[src/rtl/sriov_vf_enable_seq.sv]
// sriov_vf_enable_seq: SR-IOV VF bring-up/tear-down sequencer (settle, per-VF activation, drain, teardown).
// Optional ACTIVE-entry counter on enable_count when SRIOV_VF_SEQ_STATS_EN is defined.
module sriov_vf_enable_seq #(
    parameter int MAX_VFS       = 16,
    parameter int NUMVF_W       = 7,
    parameter int SETTLE_CYCLES = 1000,
    parameter int DRAIN_TIMEOUT = 4096,
    parameter int CNT_W         = 16
) (
    input  logic               clk,
    input  logic               rst,
    input  logic               vf_enable,
    input  logic               vf_mse,
    input  logic [NUMVF_W-1:0] num_vfs,
    input  logic [MAX_VFS-1:0] vf_np_outstanding,
    output logic [MAX_VFS-1:0] vf_active,
    output logic [MAX_VFS-1:0] vf_mem_en,
    output logic [2:0]         seq_state,
    output logic               seq_busy,
    output logic               enable_done,
    output logic               drain_timeout_err,
    output logic [7:0]         enable_count
);
    localparam int IW = (MAX_VFS > 1) ? $clog2(MAX_VFS) : 1;

    typedef enum logic [2:0] {
        IDLE     = 3'd0,
        SETTLE   = 3'd1,
        ACTIVATE = 3'd2,
        ACTIVE   = 3'd3,
        DRAIN    = 3'd4,
        TEARDOWN = 3'd5
    } state_t;

    state_t           state;
    logic [CNT_W-1:0] timer;
    logic [IW-1:0]    idx;
    logic [6:0]       nvf;
    logic [6:0]       nvf_clamp;
    logic             abort;
    logic             settle_done;
    logic             enter_active;

    assign nvf_clamp    = (int'(num_vfs) > MAX_VFS) ? 7'(MAX_VFS) : 7'(num_vfs);
    assign abort        = !vf_enable && (state == SETTLE || state == ACTIVATE || state == ACTIVE);
    assign settle_done  = state == SETTLE && timer == CNT_W'(SETTLE_CYCLES - 1);
    // Shared by the FSM and the stats counter so both see the same ACTIVE entry
    assign enter_active = !abort && ((settle_done && nvf == 7'd0) ||
                                     (state == ACTIVATE && 7'(idx) == nvf - 7'd1));
    assign seq_state    = state;
    assign seq_busy     = !(state == IDLE || state == ACTIVE);

    always_ff @(posedge clk) begin
        if (rst) begin
            state             <= IDLE;
            timer             <= '0;
            idx               <= '0;
            nvf               <= '0;
            vf_active         <= '0;
            vf_mem_en         <= '0;
            enable_done       <= 1'b0;
            drain_timeout_err <= 1'b0;
        end else begin
            enable_done <= enter_active;
            vf_mem_en   <= vf_active & {MAX_VFS{vf_mse}};
            if (abort) begin
                state     <= DRAIN;
                timer     <= '0;
                vf_mem_en <= '0;
            end else begin
                case (state)
                    IDLE: if (vf_enable) begin
                        state             <= SETTLE;
                        nvf               <= nvf_clamp;
                        timer             <= '0;
                        drain_timeout_err <= 1'b0;
                    end
                    SETTLE: begin
                        timer <= timer + 1'b1;
                        if (settle_done) begin
                            state <= (nvf == 7'd0) ? ACTIVE : ACTIVATE;
                            idx   <= '0;
                        end
                    end
                    ACTIVATE: begin
                        vf_active[idx] <= 1'b1;
                        idx            <= idx + 1'b1;
                        if (enter_active) state <= ACTIVE;
                    end
                    ACTIVE: ;
                    DRAIN: begin
                        vf_mem_en <= '0;
                        timer     <= timer + 1'b1;
                        if ((vf_np_outstanding & vf_active) == '0) begin
                            state <= TEARDOWN;
                        end else if (timer == CNT_W'(DRAIN_TIMEOUT - 1)) begin
                            state             <= TEARDOWN;
                            drain_timeout_err <= 1'b1;
                        end
                    end
                    TEARDOWN: begin
                        vf_active <= '0;
                        vf_mem_en <= '0;
                        state     <= IDLE;
                    end
                    default: state <= IDLE;
                endcase
            end
        end
    end

`ifdef SRIOV_VF_SEQ_STATS_EN
    logic [7:0] cnt;

    always_ff @(posedge clk) begin
        if (rst) cnt <= 8'h00;
        else if (enter_active && cnt != 8'hFF) cnt <= cnt + 8'h01;
    end

    assign enable_count = cnt;
`else
    assign enable_count = 8'h00;
`endif

endmodule

[config.mk]
export PLATFORM = sky130hd
export DESIGN_NAME = sriov_vf_enable_seq
export DESIGN_NICKNAME = d
export VERILOG_FILES = /design/src/rtl/sriov_vf_enable_seq.sv
export SDC_FILE = /design/constraint.sdc
export NUM_CORES = 1
export LEC_CHECK = 0
export CAP_MARGIN = 40
export CORE_MARGIN = 2
export CORE_UTILIZATION = 49
export DETAILED_ROUTE_END_ITERATION = 6
export PLACE_DENSITY = 0.81
export SYNTH_ARGS = -nofsm -noshare
export SYNTH_HDL_FRONTEND = slang
export SYNTH_SLANG_ARGS = --single-unit
export TNS_END_PERCENT = 30
[constraint.sdc]
create_clock -name clk -period 2.2 [get_ports clk]
set_clock_uncertainty 0.1 [all_clocks]
set_input_delay 0.44 -clock clk [delete_from_list [all_inputs] [get_ports clk]]
set_output_delay 0.44 -clock clk [all_outputs]
set_load 0.005 [all_outputs]
==> impl_metrics.py <==
metrics = {
    "sta": {
        "period_minus_slack_ns": 2.10,
        "hold_viol": 0,
        "tns_ns": 0,
        "relSlewSlack": 0.666,
        "setup_viol": 0,
        "rsz0062_at_grt": "false",
        "fmax_mhz": 475,
        "slew_violations": 0,
        "worst_pin_slew_ns": 0.500,
        "period_share": 0.957,
    },
    "routing": {
        "drtIter0Drc": 81,
        "drt_wl_total_mm": 6.83,
        "vias": 2584,
        "drt_drc_violations_left": 0,
        "vias_per_cell": 5.41,
        "ant_nets": 0,
        "post_drt_wl_per_cell_um": 14.3,
        "firstDrtPassIters": 4,
    },
    "floorplanning": {
        "coreArea_um2": 5570,
        "dieHeight_um": 80.5,
        "initial_core_util": 0.515,
        "rows": 27,
        "die_area_um2": 6490,
        "die_x_um": 80.5,
        "io_pins": 73,
    },
    "clocking": {
        "cts_tree": "done",
        "cts.sinks": 64,
        "clkTransAtPathRegs_ns": 0.07,
        "holdBufCountCts": 0,
        "cts_buffer_depth": 2,
        "cts_root_buf": "clkbuf_8",
        "clk_latency_ns": 0.34,
        "htree_levels": 3,
        "cts_setup_buffers": 0,
        "cts_buffers": 9,
    },
    "global_route": {
        "grt_antenna_before_repair": 0,
        "grt_pass1_vias": 2464,
        "grt_max_degree": 17,
        "grt_pass1_wl_mm": 11.3,
        "gr-total-overflow": 0,
        "grt_usage": 0.226,
    },
    "cells_and_area": {
        "drive_above_1_share": 0.103,
        "fin_nets": 435,
        "area_delta_synth_final_pct": 33.7,
        "nFillCells": 449,
        "antennaDiodeCount": 0,
        "regArea_um2": 1280,
        "multi_input_area_um2": 1460,
    },
    "worst_setup_path": {
        "r2r-start": "timer[0]",
        "path_max_fanout": 14,
        "end_kind": "primary output",
        "crit_slowest_cell": "dfxtp_1",
        "reg2reg_depth": 7,
        "r2r-end": "idx[1]",
        "cp_slowest_stage_delay_ns": 0.60,
        "critPathKind": "flop to primary output",
        "start_kind": "flop",
        "path_cells": "a21o_1, clkdlybuf4s50_1",
        "required_ns": 1.66,
        "rrSetupSlack_ns": 0.25,
        "arrival_ns": 1.56,
    },
    "logic_synthesis": {
        "synth_area_um2": 2870,
        "ys.warnings.count": 0,
        "synth.avg_cell_area_um2": 8.80,
        "yosysMostFrequentCell": "dfxtp_1",
        "synthArstFlopShare": 0,
        "yosys.area.top_type": "dfxtp_1",
        "synth_ff_type": "dfxtp_1",
        "synth_seq_cells": 64,
        "synth.distinct_cells": 50,
        "synth_commonest_cells": "dfxtp_1 (64), nor2_1 (53), and2_1 (23), a21oi_1 (22), nand2_1 (19)",
        "yosysSeqAreaShare": 0.446,
        "synth_top_area_frac": 0.446,
        "syn_inst": 326,
        "synth_edf_count": 0,
        "synth_area_leaders": "dfxtp_1 (45%), nor2_1 (6.9%), and2_1 (5.0%), xor2_1 (4.0%), a21oi_1 (3.8%)",
    },
    "worst_hold_path": {
        "holdPathStages": 1,
        "holdPathEnd": "vf_mem_en[10]",
        "min_path_type": "flop to flop",
        "hold_start": "vf_active[10]",
    },
    "power_and_ir_drop": {
        "ir_drop_mv": 0.512,
        "p_comb_frac": 0.109,
        "clkPwrFrac": 0.429,
        "p_sw_uw": 579,
        "p_sw_frac": 0.224,
        "seq_power_share": 0.462,
        "p_per_area_nw_per_um2": 674,
        "intPower_uw": 2010,
        "leakagePower_uw": 0.00145,
        "total_power_uw": 2590,
    },
    "placement": {
        "hpwl_mm": 5.08,
        "io_buffer_count": 64,
        "place_congestion": 0.818,
    },
    "run": {
        "drv_cap": 0,
    },
    "outcome": {
        "status": "completed",
    },
}
-- worst max-delay path by stage --
stage / startpoint / endpoint / cells after the start
CTS: seq_state[1] / seq_busy / 4
detailed placement: vf_np_outstanding[7] / seq_state[0] / 7
global placement: vf_np_outstanding[4] / seq_state[0] / 7
finish: seq_state[2] / seq_busy / 2
floorplan: timer[0] / seq_state[0] / 7
global route: seq_state[2] / seq_busy / 2
-- worst max-delay path: cells and delay by family (launching register included) --
| kind | cells | cell delay (ns) |
|---|---|---|
| AO/OA/AOI/OAI | 1 | 0.14 |
| flip-flops | 1 | 0.60 |
| buffers and inverters | 1 | 0.49 |
-- power groups by stage --
stage	Clock [uW]	Sequential (uW)	Combinational (uW)
finish	1110	1200	281
global route	1170	1200	312
CTS	1130	1200	280
detailed placement	0	1220	278
global placement	0	1220	273
floorplan	0	1210	164
-- layout make-up --
cell class / instances / area share
clock inverters: 3 / 0.0170
flip-flops and latches: 64 / 0.335
well taps: 72 / 0.0235
inverters: 7 / 0.00750
clock buffers: 12 / 0.0404
repair buffers: 79 / 0.196
multi-input cells: 241 / 0.381
-- kinds of logic after synthesis --
| family | count (synthesis) | share of synthesized area |
|---|---|---|
| AO/OA/AOI/OAI | 63 | 0.151 |
| adder cells (fa/ha/maj) | 6 | 0.0262 |
| XOR/XNOR | 18 | 0.0549 |
| flip-flops | 64 | 0.446 |
| other | 1 | 0.00131 |
| AND/OR/NAND/NOR | 146 | 0.266 |
| buffers and inverters | 28 | 0.0536 |
-- registers in the layout, indices dropped and copies added, names as in the netlist --
register / flops
timer: 16
vf_active: 16
vf_mem_en: 16
nvf: 7
idx: 4
seq_state: 3
drain_timeout_err: 1
enable_done: 1
-- metal layers --
layer  up-vias  wire, um  GRT usage
met5         -         0          0
met1      1219      2980      0.272
met4         0       146     0.0847
met3        18       273     0.0551
li1       1279         -          -
met2        68      3430      0.388
-- stage by stage --
stage,cells,area [um2],util,hold WS [ns],worst slack (ns)
final,478,3840,0.688,0.415,0.0950
after global placement,463,3610,0.648,0.396,0.0628
after detailed placement,463,3610,0.648,0.405,0.0250
after global routing,478,3840,0.688,0.427,0.0232
after floorplan,333,2900,-,0.370,0.506
after CTS,478,3830,0.688,0.418,0.00700
-- placed cells by master, fill, tap and decap left out, types with 6 or more instances in the layout --
master	count
nand2_1	19
clkdlybuf4s50_1	64
a21oi_1	22
buf_4	15
conb_1	8
and2_1	23
nor2_1	53
nand4_1	6
xor2_1	13
clkbuf_8	11
nand3_1	14
inv_1	6
ha_1	6
dfxtp_1	62
-- what timing repair did --
| action | 4_1_cts | 5_1_grt |
|---|---|---|
| setup endpoints to repair | 0 | 1 |
| gates resized for setup | 0 | 2 |
| endpoints found under the hold margin | 0 | 0 |
(Power assumes the default switching activity.)
